<file path="src/rtl/motion_phase_sequencer_pkg.sv">
// motion_pkg: shared types for the motion phase sequencer and the step
// generators that consume its phase/tick outputs.
//   timing_t    : cumulative tick boundary / elapsed tick count
//   param_t     : one motion parameter (per phase or end-of-move)
//   phase_t     : phase index 0..3
//   seq_state_t : sequencer FSM state, also exported for debug
package motion_pkg;

  localparam int NUM_PHASES = 4;

  typedef logic [63:0] timing_t;
  typedef logic [31:0] param_t;
  typedef logic [1:0]  phase_t;

  typedef enum logic [1:0] {
    IDLE  = 2'd0,
    CHECK = 2'd1,
    RUN   = 2'd2,
    DONE  = 2'd3
  } seq_state_t;

endpackage

</file>
<file path="src/rtl/motion_phase_sequencer_tick_prescaler.sv">
// tick_prescaler: free-running divider that produces one wrap strobe every
// DIV enabled clock cycles. Holding en low freezes the count, so a paused
// motion resumes mid-period. clr restarts the period from zero.
// Ports:
//   clk, reset : clock, asynchronous active-low reset
//   en         : count this cycle
//   clr        : force count to zero (wins over en)
//   wrap       : combinational strobe, high on the enabled cycle whose
//                count is DIV-1
module tick_prescaler #(
  parameter int DIV = 50
) (
  input  logic clk,
  input  logic reset,
  input  logic en,
  input  logic clr,
  output logic wrap
);

  localparam logic [15:0] LAST = 16'(DIV - 1);

  logic [15:0] count;

  assign wrap = en && (count == LAST);

  always_ff @(posedge clk or negedge reset) begin
    if (!reset) begin
      count <= '0;
    end else if (clr) begin
      count <= '0;
    end else if (en) begin
      count <= wrap ? '0 : count + 16'd1;
    end
  end

endmodule

</file>
<file path="src/rtl/motion_phase_sequencer.sv">
// motion_phase_sequencer: runs one move from the winning axis's timing.
// On start it latches four cumulative phase boundaries and five params,
// checks the boundaries are monotonic, then walks motion ticks (one per
// TICK_DIV clocks), publishing the current phase and its param.
// Optional build macro: MOTION_PHASE_SEQ_PAUSE_EN adds a pause input that
// freezes the prescaler and elapsed count while RUN.
// Ports:
//   clk, reset     : clock, asynchronous active-low reset
//   start          : one-cycle request, accepted only in IDLE
//   stop           : abort any non-IDLE move
//   pause          : (macro only) hold the move in RUN
//   timing[0:3]    : cumulative tick boundaries, timing[3] = move length
//   params[0:4]    : per-phase params 0..3, end-of-move param 4
//   busy           : move in progress
//   tick           : one-cycle strobe per motion tick
//   phase          : current phase index
//   cur_param      : param of the current phase
//   end_param      : latched params[4]
//   elapsed        : ticks completed in this move
//   finish/aborted/error : one-cycle completion pulses
//   debug_state    : FSM state
// Handshake: start is a request with no ready; it is taken when the block is
// in IDLE (busy=0) and silently dropped otherwise. All outputs are registered.
module motion_phase_sequencer
  import motion_pkg::*;
#(
  parameter int TICK_DIV = 50,
  parameter int TW       = 64,
  parameter int PW       = 32
) (
  input  logic          clk,
  input  logic          reset,
  input  logic          start,
  input  logic          stop,
`ifdef MOTION_PHASE_SEQ_PAUSE_EN
  input  logic          pause,
`endif
  input  logic [TW-1:0] timing [0:3],
  input  logic [PW-1:0] params [0:4],
  output logic          busy,
  output logic          tick,
  output phase_t        phase,
  output logic [PW-1:0] cur_param,
  output logic [PW-1:0] end_param,
  output logic [TW-1:0] elapsed,
  output logic          finish,
  output logic          aborted,
  output logic          error,
  output seq_state_t    debug_state
);

  seq_state_t    state, state_nxt;
  logic [TW-1:0] t_q [0:NUM_PHASES-1];
  logic [PW-1:0] p_q [0:NUM_PHASES-1];
  logic [TW-1:0] elapsed_nxt;
  phase_t        elapsed_phase;
  logic          monotonic;
  logic          paused;
  logic          accept;
  logic          run_en;
  logic          wrap;
  logic          finish_nxt, aborted_nxt, error_nxt;

`ifdef MOTION_PHASE_SEQ_PAUSE_EN
  assign paused = pause;
`else
  assign paused = 1'b0;
`endif

  assign accept      = (state == IDLE) && start;
  assign run_en      = (state == RUN) && !stop && !paused;
  assign elapsed_nxt = elapsed + TW'(1);
  assign monotonic   = (t_q[0] <= t_q[1]) && (t_q[1] <= t_q[2]) && (t_q[2] <= t_q[3]);
  assign debug_state = state;

  // Smallest phase whose end boundary lies beyond the ticks already done.
  // Zero-length phases fail the compare and are skipped naturally.
  always_comb begin
    elapsed_phase = phase_t'(NUM_PHASES - 1);
    for (int i = NUM_PHASES - 1; i >= 0; i--) begin
      if (elapsed < t_q[i]) elapsed_phase = phase_t'(i);
    end
  end

  tick_prescaler #(.DIV(TICK_DIV)) u_prescaler (
    .clk   (clk),
    .reset (reset),
    .en    (run_en),
    .clr   (accept),
    .wrap  (wrap)
  );

  always_ff @(posedge clk or negedge reset) begin
    if (!reset) state <= IDLE;
    else        state <= state_nxt;
  end

  always_comb begin
    state_nxt   = state;
    finish_nxt  = 1'b0;
    aborted_nxt = 1'b0;
    error_nxt   = 1'b0;
    if (state != IDLE && stop) begin
      state_nxt   = IDLE;
      aborted_nxt = 1'b1;
    end else begin
      case (state)
        IDLE:  if (start) state_nxt = CHECK;
        CHECK: begin
          if (!monotonic) begin
            state_nxt = IDLE;
            error_nxt = 1'b1;
          end else if (t_q[3] == '0) begin
            state_nxt = DONE;
          end else begin
            state_nxt = RUN;
          end
        end
        RUN:   if (wrap && (elapsed_nxt == t_q[3])) state_nxt = DONE;
        DONE: begin
          state_nxt  = IDLE;
          finish_nxt = 1'b1;
        end
        default: state_nxt = IDLE;
      endcase
    end
  end

  always_ff @(posedge clk or negedge reset) begin
    if (!reset) begin
      busy      <= 1'b0;
      tick      <= 1'b0;
      phase     <= '0;
      cur_param <= '0;
      end_param <= '0;
      elapsed   <= '0;
      finish    <= 1'b0;
      aborted   <= 1'b0;
      error     <= 1'b0;
      for (int i = 0; i < NUM_PHASES; i++) begin
        t_q[i] <= '0;
        p_q[i] <= '0;
      end
    end else begin
      busy    <= (state_nxt != IDLE);
      tick    <= wrap;
      finish  <= finish_nxt;
      aborted <= aborted_nxt;
      error   <= error_nxt;
      if (accept) begin
        for (int i = 0; i < NUM_PHASES; i++) begin
          t_q[i] <= timing[i];
          p_q[i] <= params[i];
        end
        end_param <= params[4];
        elapsed   <= '0;
      end
      if (wrap) elapsed <= elapsed_nxt;
      // Phase trails elapsed by one cycle; it is also refreshed on the
      // final tick so the last tick reports the phase it belongs to.
      if ((state == CHECK && state_nxt == RUN) ||
          (state == RUN && state_nxt != IDLE)) begin
        phase     <= elapsed_phase;
        cur_param <= p_q[elapsed_phase];
      end
    end
  end

endmodule
</file>
<file path="config.mk">
export PLATFORM = sky130hd
export DESIGN_NAME = motion_phase_sequencer
export DESIGN_NICKNAME = d
export VERILOG_FILES = /design/src/rtl/motion_phase_sequencer_pkg.sv /design/src/rtl/motion_phase_sequencer_tick_prescaler.sv /design/src/rtl/motion_phase_sequencer.sv
export SDC_FILE = /design/constraint.sdc
export NUM_CORES = 2
export LEC_CHECK = 0
export CAP_MARGIN = 20
export CORE_UTILIZATION = 59
export CTS_CLUSTER_SIZE = 16
export DETAILED_ROUTE_END_ITERATION = 7
export HOLD_SLACK_MARGIN = 0.03
export PLACE_DENSITY_LB_ADDON = 0.05
export SYNTH_ARGS = -nofsm -noshare
export SYNTH_HDL_FRONTEND = slang
export SYNTH_SLANG_ARGS = --single-unit
</file>
<file path="constraint.sdc">
create_clock -name clk -period 4.71 [get_ports clk]
set_clock_uncertainty 0.1 [all_clocks]
set_input_delay 0.942 -clock clk [delete_from_list [all_inputs] [get_ports clk]]
set_output_delay 0.942 -clock clk [all_outputs]
set_load 0.05 [all_outputs]
</file>
==> results.yml <==
critical_path:
  rrSetupSlack_ns: 0.27
  max_stage_delay_ns: 0.86
  path_cells: "ha_1 > a211oi_1 > o21ai_0 > a221oi_1 > o211ai_1 > a31oi_1 > o21ai_4 > buf_12 > and3b_1 > o41ai_1 > mux2i_1"
  worstSetupPathType: "reg2reg"
  worst-path-max-fanout: 37
  worstPathArrival_ns: 4.83
  start_kind: "flip-flop"
  cp-end-kind: "flip-flop"
  crit_path_top_delay_cell: "a221oi_1"
  worstPathRequired_ns: 5.11
logic_synthesis:
  synthArstFlopShare: 1.000
  synth_warnings: 0
  synth-simple-area-share: 0.2180
  synthMuxAreaShare: 0.01318
  ys_seq_area_frac: 0.4021
  synth_area_um2: 33420
  synth_edf_count: 0
  synth_nets: 4691
  synth_cell_types: 70
  ys_ff_latch: 537
  synth_top_flop_cell: "dfrtp_1"
  synth_compound_area_frac: 0.1411
  syn_area_per_cell_um2: 8.598
  synthAdderAreaFrac: 0.1438
  synth_top_family_by_area: "simple AND/OR/NAND/NOR gates"
  synthXorXnorAreaFrac: 0.02725
  synth_cells: 3887
detailed_routing:
  drt-total-wl_um: 113400
  wl_met1_um: 46540
  wl_per_cell_um: 21.80
  drt_iter0_markers: 3049
  via_per_inst: 6.030
  route.detailed.drc: 0
  topRoutingLayerUsed: "met5"
  drt-pass1-iter-count: 6
  ant_nets: 0
  dr_wl_met2_um: 51310
  met3WireLength_um: 10590
  vias: 31355
clock_network:
  cts_sinks: 537
  ctsHoldBuffers: 0
  numCtsBuffers: 57
  cts_buffer_depth: 3
  htreeDepth: 2
  cts_resized: 0
  cts_tree: "yes"
  postCtsSetupBuffers: 0
  root_buffer: "clkbuf_16"
  path_clk_slew_ns: 0.06
  clock_latency_ns: 0.65
placed_design:
  globalplace.congestion: 0.9832
  io_buffers: 556
  dp_hpwl_um: 85390
  dp_slack_ns: 0.4969
global_routing:
  grt.total_usage: 0.3898
  grt_max_degree: 195
  grt_overflow: 0
  grt_pass1_vias: 30534
  grt_antenna_before_repair: 13
  grt_pass1_wl_um: 172300
timing:
  fin_crit_sh: 0.9417
  grt_setup_unrepaired: "no"
  fin_ws_ns: 0.2745
  fmax_mhz: 225.5
  setup_tns_ns: 0
  hold_viol: 0
  worstMarginPinSlew_ns: 1.199
  final-max-slew-violation-count: 0
  finalSetupViolCount: 0
  period_needed_ns: 4.436
  relSlewSlack: 0.1932
layout:
  regArea_um2: 13440
  drive_above_1_share: 0.04530
  design.final.nets: 5206
  multi_input_area_um2: 18220
  area_delta_synth_final_pct: 25.32
  fill_cells: 4131
job:
  drv_cap: 0
die:
  die_height_um: 240.0
  die_x_um: 240.0
  die_area_um2: 57600
  rows: 86
  ios: 557
  fp.coreArea_um2: 55520
  start_util: 0.6019
status:
  outcome: "complete, no violations"
power_and_ir_drop:
  irDropWorstVdd_uv: 504.8
  p_total_w: 0.02319
  p_per_area_nw_per_um2: 553.6
  power.leakage_nw: 20.01
hold_path:
  hold_class: "in2async"
## cell usage in the layout (no fill, tap or decap), types with 34 or more instances in the layout
cell / count
nand2_1: 892
clkdlybuf4s50_1: 555
dfrtp_1: 537
o21ai_0: 391
ha_1: 384
inv_1: 304
a21oi_1: 158
nand4_1: 109
nor2_1: 107
nand3_1: 93
buf_4: 67
clkbuf_16: 58
xnor2_1: 55
nor4_1: 53
xor2_1: 49
and2_1: 47
o31ai_1: 42
o41ai_1: 41
nor3_1: 40
mux2i_1: 38
nor3b_1: 35
nand3b_1: 34
## synth_stat cells, types with 35 or more instances
| cell | count | area [um^2] |
|---|---|---|
| nor2_1 | 108 | 405.4 |
| nand3_1 | 93 | 465.5 |
| nand4_1 | 109 | 681.9 |
| nor4_1 | 55 | 344.1 |
| o41ai_1 | 41 | 359.1 |
| nor3b_1 | 35 | 262.8 |
| dfrtp_1 | 537 | 13440 |
| clkbuf_1 | 158 | 593.1 |
| a21oi_1 | 159 | 795.8 |
| ha_1 | 384 | 4805 |
| o21ai_0 | 392 | 1962 |
| xnor2_1 | 55 | 481.7 |
| nor3_1 | 40 | 200.2 |
| and2_1 | 47 | 294.0 |
| o31ai_1 | 42 | 315.3 |
| inv_1 | 304 | 1141 |
| mux2i_1 | 38 | 380.4 |
| nand2_1 | 893 | 3352 |
| xor2_1 | 49 | 429.2 |
## metal layers
metal	vias up	GRT usage
met5	-	0
met4	2	0.1726
met3	287	0.07566
met2	1543	0.6047
met1	14992	0.5304
li1	14531	-
## stage by stage
step	hold WS, ns	std cells	util	area (um^2)
2_1_floorplan	0.3368	3887	-	33420
3_3_place_gp	0.3480	5091	0.7205	40010
3_5_place_dp	0.3531	5091	0.7205	40010
4_1_cts	0.2857	5185	0.7537	41850
5_1_grt	0.3311	5196	0.7542	41870
6_report	0.2546	5200	0.7543	41880
## kinds of logic after synthesis
| kind of cell | after synthesis |
|---|---|
| simple gates | 1543 |
| mux | 43 |
| fa+ha+maj | 384 |
| compound gates | 795 |
| buf+inv | 481 |
| xor+xnor | 104 |
| flops | 537 |
## path summary, 6_finish.rpt
check | start | to | depth (start not counted)
hold / removal | reset | t_q[194] | 1
min in group clk | p_q[102] | p_q[102] | 2
max in group asynchronous | reset | end_param[18] | 2
hold reg to reg | p_q[102] | p_q[102] | 2
setup / recovery | elapsed[25] | cur_param[23] | 11
setup reg to reg | elapsed[25] | cur_param[23] | 11
## state kept, by name, summed over array words and instances, names as in the netlist
signal	cells
t_q	256
p_q	128
elapsed	64
cur_param	32
end_param	32
u_prescaler.count	16
debug_state	2
phase	2
aborted	1
busy	1
error	1
finish	1
tick	1
## cell type report
cell class,count,area share
Antenna cell,15,0.0008962
Clock buffer,82,0.04039
Clock inverter,12,0.003555
Inverter,304,0.02724
Multi-Input combinational cell,2869,0.4350
Sequential cell,537,0.3208
Tap cell,748,0.02235
Timing Repair Buffer,633,0.1498
## critical path, delay by kind of cell (launching register included)
kind            cells  cell delay, ns
compound gates      7            2.61
fa+ha+maj           1            0.33
buf+inv             1            0.28
flops               1            0.62
mux                 1            0.13
simple gates        1            0.17
## where the power goes
part | internal, W | switching (W) | total (W)
clock network | 0.00262 | 0.00192 | 0.00454
logic | 0.00408 | 0.00680 | 0.0109
registers | 0.00642 | 0.00135 | 0.00777
No activity file was read; power rests on OpenSTA's default activity.
